$ cat config.mk
export PLATFORM = sky130hd
export DESIGN_NAME = dr_scan_seq_ctrl
export DESIGN_NICKNAME = d
export VERILOG_FILES = /design/src/rtl/dr_scan_seq_ctrl.sv
export SDC_FILE = /design/constraint.sdc
export NUM_CORES = 1
export LEC_CHECK = 0
export BUFFER_PORTS_ARGS = -buffer_cell sky130_fd_sc_hd__buf_2
export CAP_MARGIN = 10
export CORE_MARGIN = 4
export CORE_UTILIZATION = 40
export DETAILED_ROUTE_END_ITERATION = 10
export GPL_ROUTABILITY_DRIVEN = 0
export GPL_TIMING_DRIVEN = 0
export PLACE_DENSITY_LB_ADDON = 0.1
export SYNTH_ARGS = -nofsm -noshare
export SYNTH_HDL_FRONTEND = slang
export SYNTH_SLANG_ARGS = --single-unit
$ cat constraint.sdc
create_clock -name C -period 1.97 [get_ports C]
set_clock_uncertainty 0.05 [all_clocks]
set_input_delay 0 -clock C [delete_from_list [all_inputs] [get_ports C]]
set_output_delay 0 -clock C [all_outputs]
set_load 0.01 [all_outputs]
$ cat src/rtl/dr_scan_seq_ctrl.sv
// dr_scan_seq_ctrl: load/capture/unload sequencer for one dual-rail return-to-spacer scan chain
module dr_scan_seq_ctrl #(
    parameter int CHAIN_LEN = 8,
    parameter int CNT_W     = 3
) (
    input  logic                 C,
    input  logic                 RN,
    input  logic                 start,
    input  logic                 abort,
    input  logic [CHAIN_LEN-1:0] pat_in,
    input  logic                 SO_1,
    input  logic                 SO_0,
    output logic                 SE_1,
    output logic                 SE_0,
    output logic                 SD_1,
    output logic                 SD_0,
    output logic                 SP,
    output logic                 busy,
    output logic                 done,
    output logic [CHAIN_LEN-1:0] res_out,
    output logic                 err
);
    typedef enum logic [3:0] {IDLE, LOAD_D, LOAD_S, CAP_D, CAP_S, UNL_D, UNL_S, FLUSH, DONE} state_t;
    state_t state, state_nxt;
    logic [CNT_W-1:0] cnt;
    logic [CHAIN_LEN-1:0] pat_q;
    logic last, run, go;
    assign last = cnt == CNT_W'(CHAIN_LEN - 1);
    assign run  = state inside {LOAD_D, LOAD_S, CAP_D, CAP_S, UNL_D, UNL_S};
    assign go   = run && !abort;
    always_ff @(posedge C) begin
        if (!RN) begin
            state   <= IDLE;
            cnt     <= '0;
            pat_q   <= '0;
            res_out <= '0;
            err     <= 1'b0;
        end else begin
            state <= state_nxt;
            if (state == IDLE && start) begin
                pat_q   <= pat_in;
                res_out <= '0;
                err     <= 1'b0;
                cnt     <= '0;
            end
            if (go && (state == LOAD_S || state == UNL_S))
                cnt <= last ? '0 : cnt + 1'b1;
            if (go && state == UNL_D) begin
                res_out[cnt] <= SO_1 & ~SO_0;
                if (SO_1 == SO_0)
                    err <= 1'b1;
            end
            if (go && state == UNL_S && (SO_1 | SO_0))
                err <= 1'b1;
        end
    end
    always_comb begin
        state_nxt = state;
        case (state)
            IDLE:    state_nxt = start ? LOAD_D : IDLE;
            LOAD_D:  state_nxt = LOAD_S;
            LOAD_S:  state_nxt = last ? CAP_D : LOAD_D;
            CAP_D:   state_nxt = CAP_S;
            CAP_S:   state_nxt = UNL_D;
            UNL_D:   state_nxt = UNL_S;
            UNL_S:   state_nxt = last ? DONE : UNL_D;
            default: state_nxt = IDLE;
        endcase
        if (run && abort)
            state_nxt = FLUSH;
    end
    always_comb begin
        SP   = !(state inside {LOAD_D, CAP_D, UNL_D});
        SE_1 = state == LOAD_D || state == UNL_D;
        SE_0 = state == CAP_D;
        SD_1 = state == LOAD_D && pat_q[cnt];
        SD_0 = (state == LOAD_D && !pat_q[cnt]) || state == UNL_D;
        busy = run;
        done = state == DONE;
    end
endmodule

==> results of run 1 <==
power breakdown:
group,switching [mW],internal (mW),total (mW),leakage (nW)
combinational,0.311,0.237,0.548,0.497
sequential,0.0271,0.530,0.557,0.195
clock,0.150,0.113,0.263,0.0210
total,0.488,0.880,1.37,0.713
critical path, cell delays in order (launching register included):
cell,delay [ps]
dfxtp_1,400
buf_4,210
mux2i_1,90
o32ai_1,220
nor2_1,110
nor3b_1,170
buf_2,160
kinds of logic (layout without fill, tap and decap cells):
logic type,count (synthesis),in the layout,synth area share [%]
simple gates,83,83,33.2
compound gates,37,37,18.6
flops,24,24,33.0
buf+inv,22,63,8.95
fa+ha+maj,4,4,3.44
mux,4,4,2.75
worst max-delay path by stage:
stage	start	endpoint	slack (ps)	depth (start not counted)
floorplan	cnt[1]	state[2]	580	6
global placement	cnt[1]	state[2]	460	6
detailed placement	cnt[1]	state[2]	450	6
CTS	cnt[1]	SD_1	210	6
global route	cnt[1]	SD_1	60	6
finish	cnt[1]	SD_1	250	6
routing by layer:
metal  wire [um]  GRT usage (%)  share of wire [%]
met4          18           2.98               0.55
met1        1510           19.5                 46
met5           0              0                  0
met2        1590           27.8                 49
met3         143           3.61                4.4
layout by cell type (no fill, tap or decap), types with 2 or more instances in the layout:
cell            n
o32ai_1         2
inv_1           5
buf_2          36
dfxtp_1        24
a21boi_0        3
a21boi_1       17
nand4_1         3
nand2b_1        4
nand2_1        24
and4bb_2        2
nand3_1        20
nor2b_1         2
clkbuf_4        3
nor2_1         10
a31o_2          2
nor3b_1         2
buf_6           4
buf_4           2
dlygate4sd3_1   9
a21oi_1         4
ha_1            4
o21ai_0         4
mux2i_1         4
nor3_1          2
clkbuf_1        2
or3_1           3
sequential cells by signal, indices dropped and copies added, names as in the netlist:
signal and flops:
cnt 3, err 1, pat_q 8, res_out 8, state 4
layout make-up:
cell class | instances | area [sq um] | area share [%]
Buffer | 17 | 111 | 6.26
Clock buffer | 4 | 36.3 | 2.04
Inverter | 5 | 18.8 | 1.06
Multi-Input combinational cell | 128 | 843 | 47.4
Sequential cell | 24 | 480 | 27.0
Tap cell | 46 | 57.6 | 3.24
Timing Repair Buffer | 37 | 230 | 12.9
per-stage QoR:
stage / hold slack (ps) / cells
floorplan: 84.8 / 174
global placement: 190 / 248
detailed placement: 196 / 248
CTS: 37.6 / 261
global route: 90.9 / 261
finish: 44.4 / 261
==> impl_metrics.toml, run 1 <==
[yosys]
ys_top_cells_by_count = "dfxtp_1, nand2_1, nand3_1"
synth_enable_flop_cells = 0
synthCells = 174
async_flop_share_pct = 0
synth_warnings = 0
yosysTopAreaCellShare_pct = 33.0
ys_ff_latch = 24
syn-num-nets = 192
yosysSeqAreaShare_pct = 33.0
synth_cell_types = 41
synth_area_sq_mm = 0.00145
synthTopCellsByArea = "dfxtp_1, a21boi_1, nand3_1"
synth_area_per_cell_sq_um = 8.36
synth_top_cell_by_area = "dfxtp_1"
ys.flop_type = "dfxtp_1"

[clocking]
clk_pin_slew_ps = 130
cts_sinks = 24
cts_root_buf = "clkbuf_4"
cts.repair.resized = 0
clockBufferDepth = 2
htreeDepth = 1
cts_tree = "done"
ctsHoldBuffers = 9
clk_latency_ps = 320
postCtsSetupRepairBufs = 0
cts_buffers = 3

[worst_hold_path]
worstHoldStart = "start"
min_path_type = "input port to flop"
min_to = "state[0]"
hold_depth = 4

[pwr]
p_leak_nw = 0.713
p_per_area_mw_per_mm2 = 769
ir_drop_mv = 0.374
power_mw = 1.37

[detailed_routing]
wirelength_um = 3270
wl_per_cell_um = 12.5
vias = 1307
remaining_drc_errors = 0
drt_iter0_markers = 40
ant_nets = 0
viasPerCell = 5.01
detail_route.first_pass.iterations = 4

[floorplan]
die_w_um = 68.3
core_sq_mm = 0.00342
io_pins = 30
die-area_sq_mm = 0.00466
start_util_pct = 42.6
num_rows = 21
chipHeight_um = 68.3

[sta]
worst_slack_ps = 247
slew_violations = 0
setup-violations-final = 0
fin_crit_sh_pct = 87.5
hold_viol = 0
tns_ps = 0
rsz0062_at_grt = "no"
slew_headroom_pct = 68.3
tightest_slew_ps = 474
period_minus_slack_ps = 1720
timing.fmax_mhz = 580

[cells_and_area]
drive_above_1_share_pct = 26.5
antenna_cells = 0
syn_to_final_growth_pct = 22.3
fin_area_sq_mm = 0.00178
final_nets = 234
final_util_pct = 52.1
fillers = 355

[worst_setup_path]
cp-start-kind = "flop"
crit_type = "flop to output port"
cp_max_fo = 10
ff2ff_path_depth = 6
worst_ep_arrival_time_ps = 1670
timing.rr.start = "cnt[1]"
crit_required_ps = 1920
reg2reg_to = "state[2]"
r2r_slack_ps = 420
cp-end-kind = "output port"

[run]
drv_cap = 0

[global_route]
antenna_found_initial = 0
overflow = 0
grt_use_total_pct = 15.7
grt_max_degree = 14
grt_pass1_wl_um = 5560
first_global_vias = 1228

[placed_design]
dpl_cell_area_sq_mm = 0.00165
place.port_buffers = 28
place_ws_ps = 447
place_hpwl_um = 2440

[run_status]
status = "completed"
No activity file was read; power rests on OpenSTA's default activity.
==> inputs of run 2 (changes only) <==
- PLACE_DENSITY: unset -> 0.6
- PLACE_DENSITY_LB_ADDON: 0.1 -> unset
- clock period: 1.97 -> 1.6 ns (I/O delays scaled with it)
==> impl_metrics.toml, run 2 (synthesis gave the netlist of run 1 again) <==
[run_status]
status = "finished with violations"
violations = "negative setup slack"

[detailed_routing]
detail_route.first_pass.iterations = 5
ant_nets = 0
wl_per_cell_um = 13.4
remaining_drc_errors = 0
vias = 1393
wirelength_um = 3570
drt_iter0_markers = 92
viasPerCell = 5.24

[clocking]
cts_root_buf = "clkbuf_4"
cts_tree = "done"
clk_latency_ps = 320
clk_pin_slew_ps = 140
clockBufferDepth = 2
cts_buffers = 3
htreeDepth = 1
cts_sinks = 24

[cells_and_area]
antenna_cells = 0
layoutNonFillerInstCount = 266
syn_to_final_growth_pct = 31.1
regArea_sq_um = 488
reg.largest.list = "pat_q (8), res_out (8), state (4)"
fin_area_sq_mm = 0.00191
final_cell_mix = "buf_2, nand2_1, nand3_1, dfxtp_1, a21boi_1"
final_util_pct = 55.8
drive_above_1_share_pct = 33.6
final_nets = 239
fillers = 322
final_common_cell = "buf_2"
multi_input_area_sq_um = 898

[global_route]
grt_use_total_pct = 16.7
first_global_vias = 1303
antenna_found_initial = 0
overflow = 0
grt_pass1_wl_um = 5860
grt_max_degree = 15

[sta]
setup-violations-final = 2
timing.fmax_mhz = 603
period_minus_slack_ps = 1660
slew_violations = 0
tightest_slew_ps = 393
fin_crit_sh_pct = 104
worst_slack_ps = -59.7
slew_headroom_pct = 73.8
hold_viol = 0
hold-worst-slack_ps = 45.7
rsz0062_at_grt = "yes"

[floorplan]
start_util_pct = 42.6
core_sq_mm = 0.00342
num_rows = 21
chipHeight_um = 68.3
io_pins = 30
die_w_um = 68.3
die-area_sq_mm = 0.00466

[worst_hold_path]
hold_depth = 4
min_to = "state[0]"
worstHoldStart = "start"
min_path_type = "input port to flop"

[pwr]
p_per_area_mw_per_mm2 = 975
ir_drop_mv = 0.580
seqPwrFrac_pct = 37.0
power_switching_uw = 631
pwr-share-clk_pct = 23.8
p_leak_nw = 0.751
p_sw_share_pct = 33.9
cell_internal_pwr_mw = 1.23
p_comb_share_pct = 39.1

[worst_setup_path]
worst_ep_arrival_time_ps = 1610
cp-end-kind = "output port"
ff2ff_path_depth = 6
worstPathCellList = "buf_4, nand2_1, o32ai_2, nor2_2, o21a_1, buf_2"
crit_type = "flop to output port"
reg2reg_to = "cnt[1]"
crit_slowest_cell = "dfxtp_4"
crit_required_ps = 1550
cp-start-kind = "flop"
cp_max_fo = 10
timing.rr.start = "cnt[1]"
slowest_delay_ps = 400
cp_num_buf_inv = 2
r2r_slack_ps = 60
crit_family = "flip-flops"

[placed_design]
place_inst = 248
dpl_cell_area_sq_mm = 0.00165
place.port_buffers = 28
place_hpwl_um = 2550

[run]
drv_cap = 0
run 2: cell count changes in the layout (fill, tap and decap cells not counted), moves of 2 or more:
cell,before,now
mux2i_2,0,2
dfxtp_2,0,3
o32ai_1,2,0
ha_4,0,2
dfxtp_1,24,20
ha_1,4,2
buf_4,2,8
mux2i_1,4,2
o32ai_2,0,2
buf_2,36,33
run 2: power groups by stage:
stage | sequential, mW | combinational (mW) | clock, mW
6_report | 0.688 | 0.727 | 0.443
5_1_grt | 0.697 | 0.810 | 0.470
4_1_cts | 0.685 | 0.693 | 0.459
3_5_place_dp | 0.699 | 0.665 | 0
3_3_place_gp | 0.697 | 0.650 | 0
2_1_floorplan | 0.693 | 0.502 | 0
run 2: worst register-to-register path: cells and delay by family, from the launching register on:
family,cells,cell delay (ps)
flip-flops,1,350
adder cells (fa/ha/maj),2,320
buffers and inverters,2,280
AO/OA/AOI/OAI,1,120
AND/OR/NAND/NOR,1,370
run 2: per-stage QoR:
step           setup TNS, ps  worst slack (ps)  total power, mW
5_1_grt                 -281              -154             1.98
2_1_floorplan              0               213             1.20
4_1_cts                 -120             -60.6             1.84
3_5_place_dp               0              50.1             1.36
6_report               -91.2             -59.7             1.86
3_3_place_gp               0              80.5             1.35
run 2: cell type report:
cell class / instances / share of cell area (%)
plain buffers: 17 / 6.43
repair buffers: 42 / 14.1
inverters: 5 / 0.985
clock inverters: 1 / 1.58
multi-input cells: 128 / 47.1
clock buffers: 3 / 1.18
flip-flops and latches: 24 / 25.6
well taps: 46 / 3.02
run 2: metal layers:
layer  wire [um]  part of all wire (%)  GRT usage [%]  up-vias
met1        1530                    43           20.4      656
met5           0                     0              0        -
met2        1880                    53           30.0       30
met4          14                  0.39           2.98        0
li1            -                     -              -      705
met3         141                   4.0           3.61        2
run 2: how the worst max path moves through the flow:
stage,from,end,slack (ps),cells after the start
after floorplan,cnt[1],state[2],210,6
after global placement,cnt[1],state[2],80,6
after detailed placement,cnt[1],state[2],50,6
after CTS,cnt[1],SD_1,-60,6
after global routing,cnt[1],SD_0,-150,6
final,cnt[2],SD_0,-60,6
run 2: repair_timing:
| item | in CTS | in global routing |
|---|---|---|
| endpoints found under the hold margin | 10 | 0 |
| pin swaps | 2 | 6 |
| hold buffers | 9 | 0 |
| endpoints found under the setup margin | 2 | 7 |
| gates resized for setup | 6 | 14 |
| setup buffers | 3 | 2 |
